File: config.mk
export PLATFORM = sky130hd
export DESIGN_NAME = instr_encode_loader
export DESIGN_NICKNAME = d
export VERILOG_FILES = /design/src/rtl/instr_encode_loader.sv
export SDC_FILE = /design/constraint.sdc
export NUM_CORES = 1
export LEC_CHECK = 0
export CORE_AREA = 2 2 136 138
export DETAILED_ROUTE_END_ITERATION = 8
export DIE_AREA = 0 0 138 140
export DONT_BUFFER_PORTS = 1
export PLACE_DENSITY = 0.65
export SLEW_MARGIN = 20
export SYNTH_ARGS = -nofsm -noshare
export SYNTH_HDL_FRONTEND = slang
export SYNTH_SLANG_ARGS = --single-unit
File: constraint.sdc
create_clock -name clk -period 3.84 [get_ports clk]
set_input_delay 1.152 -clock clk [delete_from_list [all_inputs] [get_ports clk]]
set_output_delay 1.152 -clock clk [all_outputs]
set_load 0.05 [all_outputs]
File: src/rtl/instr_encode_loader.sv
// Program-load engine: re-encodes decoded RV32I fields into instruction words,
// buffers them in a small FIFO and streams them to consecutive IMEM addresses.
module instr_encode_loader #(
    parameter int          DEPTH     = 4,
    parameter int          ADDR_W    = 10,
    parameter int unsigned BASE_ADDR = 0
) (
    input  logic              clk,
    input  logic              rst_n,
    input  logic              start,
    input  logic              finish,
    input  logic              in_valid,
    output logic              in_ready,
    input  logic [6:0]        in_opcode,
    input  logic [4:0]        in_rd,
    input  logic [4:0]        in_rs1,
    input  logic [4:0]        in_rs2,
    input  logic [2:0]        in_f3,
    input  logic [6:0]        in_f7,
    input  logic [31:0]       in_imm,
    output logic              imem_we,
    output logic [ADDR_W-1:0] imem_addr,
    output logic [31:0]       imem_wdata,
    input  logic              imem_ready,
    output logic              busy,
    output logic              done,
    output logic              err_unknown,
    output logic [ADDR_W:0]   count
);
    localparam int PW = $clog2(DEPTH);
    localparam logic [ADDR_W+1:0] CAP = (ADDR_W+2)'(1) << ADDR_W;
    localparam logic [ADDR_W-1:0] BASE = ADDR_W'(BASE_ADDR);

    localparam logic [6:0] OP_R     = 7'b0110011;
    localparam logic [6:0] OP_IMM   = 7'b0010011;
    localparam logic [6:0] OP_LOAD  = 7'b0000011;
    localparam logic [6:0] OP_S     = 7'b0100011;
    localparam logic [6:0] OP_B     = 7'b1100011;
    localparam logic [6:0] OP_LUI   = 7'b0110111;
    localparam logic [6:0] OP_AUIPC = 7'b0010111;

    typedef enum logic [1:0] {S_IDLE, S_LOAD, S_DRAIN, S_DONE} state_t;

    state_t            state, state_nx;
    logic [31:0]       mem [DEPTH];
    logic [PW:0]       wr_ptr, rd_ptr, occ;
    logic [ADDR_W-1:0] addr;
    logic [ADDR_W:0]   cnt;
    logic              err;
    logic              fifo_empty, fifo_full, room, push, pop, open_sess;
    logic [32:0]       enc;

    // Returns {unsupported, word}; unsupported opcodes become a NOP.
    function automatic logic [32:0] encode(
        input logic [6:0] op, input logic [4:0] rd, input logic [4:0] rs1,
        input logic [4:0] rs2, input logic [2:0] f3, input logic [6:0] f7,
        input logic [31:0] imm);
        logic [31:0] w;
        logic        unk;
        w   = 32'h0000_0013;
        unk = 1'b0;
        case (op)
            OP_R:     w = {f7, rs2, rs1, f3, rd, op};
            OP_IMM:   w = (f3 == 3'b001 || f3 == 3'b101) ? {f7, imm[4:0], rs1, f3, rd, op}
                                                         : {imm[11:0], rs1, f3, rd, op};
            OP_LOAD:  w = {imm[11:0], rs1, f3, rd, op};
            OP_S:     w = {imm[11:5], rs2, rs1, f3, imm[4:0], op};
            OP_B:     w = {imm[12], imm[10:5], rs2, rs1, f3, imm[4:1], imm[11], op};
            OP_LUI,
            OP_AUIPC: w = {imm[31:12], rd, op};
            default:  unk = 1'b1;
        endcase
        return {unk, w};
    endfunction

    assign enc        = encode(in_opcode, in_rd, in_rs1, in_rs2, in_f3, in_f7, in_imm);
    assign occ        = wr_ptr - rd_ptr;
    assign fifo_empty = (occ == '0);
    assign fifo_full  = (occ == (PW+1)'(DEPTH));
    // Words already written plus words in flight must stay below capacity.
    assign room       = ({1'b0, cnt} + (ADDR_W+2)'(occ)) < CAP;

    assign busy        = (state == S_LOAD) || (state == S_DRAIN);
    assign done        = (state == S_DONE);
    assign in_ready    = (state == S_LOAD) && !fifo_full && room;
    assign imem_we     = busy && !fifo_empty;
    assign imem_addr   = addr;
    assign imem_wdata  = imem_we ? mem[rd_ptr[PW-1:0]] : 32'h0;
    assign err_unknown = err;
    assign count       = cnt;
    assign push        = in_valid && in_ready;
    assign pop         = imem_we && imem_ready;
    assign open_sess   = start && ((state == S_IDLE) || (state == S_DONE));

    always_comb begin
        state_nx = state;
        case (state)
            S_IDLE,
            S_DONE:  if (start) state_nx = S_LOAD;
            S_LOAD:  if (finish) state_nx = S_DRAIN;
            S_DRAIN: if (fifo_empty) state_nx = S_DONE;
            default: state_nx = S_IDLE;
        endcase
    end

    always_ff @(posedge clk or negedge rst_n) begin
        if (!rst_n) begin
            state  <= S_IDLE;
            wr_ptr <= '0;
            rd_ptr <= '0;
            addr   <= BASE;
            cnt    <= '0;
            err    <= 1'b0;
        end else begin
            state <= state_nx;
            if (push) begin
                wr_ptr <= wr_ptr + (PW+1)'(1);
                if (enc[32]) err <= 1'b1;
            end
            if (pop) begin
                rd_ptr <= rd_ptr + (PW+1)'(1);
                addr   <= addr + ADDR_W'(1);
                cnt    <= cnt + (ADDR_W+1)'(1);
            end
            if (open_sess) begin
                addr <= BASE;
                cnt  <= '0;
                err  <= 1'b0;
            end
        end
    end

    // Storage needs no reset: occupancy is governed by the pointers.
    always_ff @(posedge clk) begin
        if (push) mem[wr_ptr[PW-1:0]] <= enc[31:0];
    end
endmodule

==> results.yml <==
outcome:
  status: "complete, no violations"
critical_path:
  path_delay_family: "adder cells"
  worstPathCellList: "inv_2 > ha_4 > inv_2 > fa_2 > xor3_2 > inv_4 > ha_4 > nand4b_1 > nand2_2 > a22o_4 > nor2_4 > buf_12"
  cp_slowest_cell: "dfrtp_1"
  crit_path_end_kind: "output pin"
  cp-start-kind: "flop"
  path_class: "flop to output pin"
  critPathMaxFanout: 2
  crit_required_ns: 2.69
  critical_path_buf_inv_count: 4
  slowest_delay_ns: 0.39
  arrival_ns: 2.60
  worstReg2RegStart: "wr_ptr[0]"
  critPathLaunch: "wr_ptr[0]"
drt:
  drc: 0
  drt_pass1_iterations: 7
  drt_iter0_drc: 385
  detail_route.wl_per_cell_um: 21.3
  dr_total_vias: 4320
  drt-vias-per-instance: 5.63
  ant_nets: 0
  wl_mm: 16.4
die:
  die_h_um: 140
  core_um2: 17800
  rows: 49
  ios: 128
  fp.dieArea_um2: 19300
  fp.dieW_um: 138
  initial_core_util_pct: 39.7
global_route:
  grt_pass1_vias: 4571
  grt_use_total_pct: 17.3
  grt_pass1_wl_mm: 25.6
  grt_overflow_total: 0
  grt_start_max_net_pins: 35
  antenna_found_initial: 0
clock_tree:
  cts_hold_buf: 0
  clock_path_buffers: 2
  clock_sinks: 158
  path_clk_slew_ns: 0.06
  numCtsBuffers: 17
  insertion_delay_ns: 0.43
  h-tree-depth: 4
  cts_tree: "built"
  clock-root-buffer: "clkbuf_16"
timing:
  fin_crit_ns: 3.75
  hold_viol_final: 0
  setup_violations: 0
  finalMaxSlewViolations: 0
  max_freq_mhz: 267
  rsz0062_at_grt: "yes"
  slew_headroom_pct: 50.1
  fin_skew_ns: 0.0125
  tightest_slew_ns: 0.748
  period_share_pct: 97.7
synthesis:
  yosysSeqAreaShare_pct: 65.0
  synthCells: 449
  syn_area_um2: 7060
  synthFlopType: "edfxtp_1"
  yosysMostFrequentCell: "edfxtp_1"
  synth_edf_count: 128
  yosysUniqueCellTypes: 51
  synth_top_cell_by_area: "edfxtp_1"
  synth_top_area_share_pct: 54.4
  synthXorXnorAreaFrac_pct: 2.59
  synth_compound_area_share_pct: 7.56
  synth_fa_ha_area_share_pct: 2.59
  yosysWarningCount: 0
  synth-simple-area-share_pct: 8.79
  synth_top_family_by_area: "multiplexers"
  syn_area_per_cell_um2: 15.7
  synth_area_leaders: "edfxtp_1, dfrtp_1, mux4_2"
  ys_ff_latch: 158
  muxShareOfSynthArea_pct: 10.6
  async_flop_share_pct: 19.0
  synth_common_cells: "edfxtp_1, and3_1, mux4_2, dfrtp_1, inv_1"
pwr:
  leakagePower_nw: 3.42
  total_power_mw: 9.75
  powerDensity_nw_per_um2: 1060
  vdd_drop_max_mv: 0.717
run:
  maxCapViolations: 0
placed_design:
  postPlaceCellArea_um2: 8150
  dpl.hpwl_mm: 9.73
  routabilityCongestion: 0.848
  port_buffers: 0
layout:
  design_area_um2: 9180
  layout.nets: 610
  insertedDiodeCount: 0
  area_growth_pct: 29.9
  drive_gt1_share_pct: 34.5
  nFillCells: 1419
hold_path:
  hold_path.class: "input port to async pin"
## flip-flops by register name, indices dropped and copies added, names as in the netlist
signal       flops
count           11
rd_ptr           3
imem_addr       10
err_unknown      1
state            2
mem            128
wr_ptr           3
## cells by family after synthesis
logic type,count (synthesis)
flip-flops,158
AND/OR/NAND/NOR,113
AO/OA/AOI/OAI,62
buffers and inverters,46
multiplexers,35
XOR/XNOR,19
adder cells (fa/ha/maj),14
other,2
## metrics by stage
stage	std cells	setup TNS [ns]	util, %	hold slack [ns]	worst slack [ns]
finish	768	0	51.6	0.420	0.0891
detailed placement	715	0	45.8	0.490	0.133
CTS	764	-6.60	51.2	0.393	-0.163
floorplan	459	-0.173	-	0.446	-0.173
global route	768	-0.0127	51.6	0.389	-0.0127
global placement	715	0	45.8	0.466	0.197
## power by group
| part | switching [mW] | total [mW] | internal, mW |
|---|---|---|---|
| registers | 0.198 | 2.30 | 2.10 |
| clock network | 0.715 | 1.83 | 1.11 |
| logic | 3.01 | 5.62 | 2.62 |
## worst paths after layout
kind | end | slack (ns) | cells past startpoint
setup / recovery | in_ready | 0.09 | 12
hold / removal | err_unknown | 0.42 | 0
setup reg to reg | mem[2][30] | 0.14 | 20
hold reg to reg | rd_ptr[2] | 0.50 | 1
max in group asynchronous | rd_ptr[1] | 3.33 | 0
min in group clk | rd_ptr[2] | 0.50 | 1
## cell type report
cell class	instances	area, um2	share of cell area (%)
Sequential cell	158	4600	50.1
Multi-Input combinational cell	255	2490	27.1
Timing Repair Buffer	70	1060	11.6
Clock buffer	17	425	4.64
Tap cell	229	287	3.12
Clock inverter	15	220	2.40
Inverter	24	92.6	1.01
## per-layer routing
| metal | wire length (um) | share of wire [%] | GRT usage, % |
|---|---|---|---|
| met1 | 6930 | 42 | 21.5 |
| met2 | 8390 | 51 | 29.3 |
| met3 | 776 | 4.7 | 4.62 |
| met4 | 280 | 1.7 | 6.66 |
| met5 | 0 | 0 | 0 |
## what timing repair did
action / in CTS / in global routing
setup endpoints to repair: 22 / 130
pin swaps: 7 / 5
gates cloned: 1 / 1
resized for setup: 34 / 7
buffers inserted: 16 / 3
## cell usage in the layout, fill, tap and decap left out, types with 3 or more instances in the layout
cell	n
xnor2_1	13
a211oi_1	3
buf_4	28
o2111ai_1	3
a211oi_2	4
nand2_1	18
nand3_1	9
clkbuf_16	18
inv_2	3
dfrtp_1	28
a21oi_1	4
inv_6	5
nand4_1	3
and3_1	16
a222oi_1	11
and2_1	3
a22o_1	16
nor2b_1	3
conb_1	12
buf_12	40
bufinv_16	4
ha_1	11
o21ai_0	10
mux4_2	32
xor2_1	5
inv_8	3
and3_4	17
inv_1	20
nor2_1	20
edfxtp_1	128
(Power assumes the default switching activity.)
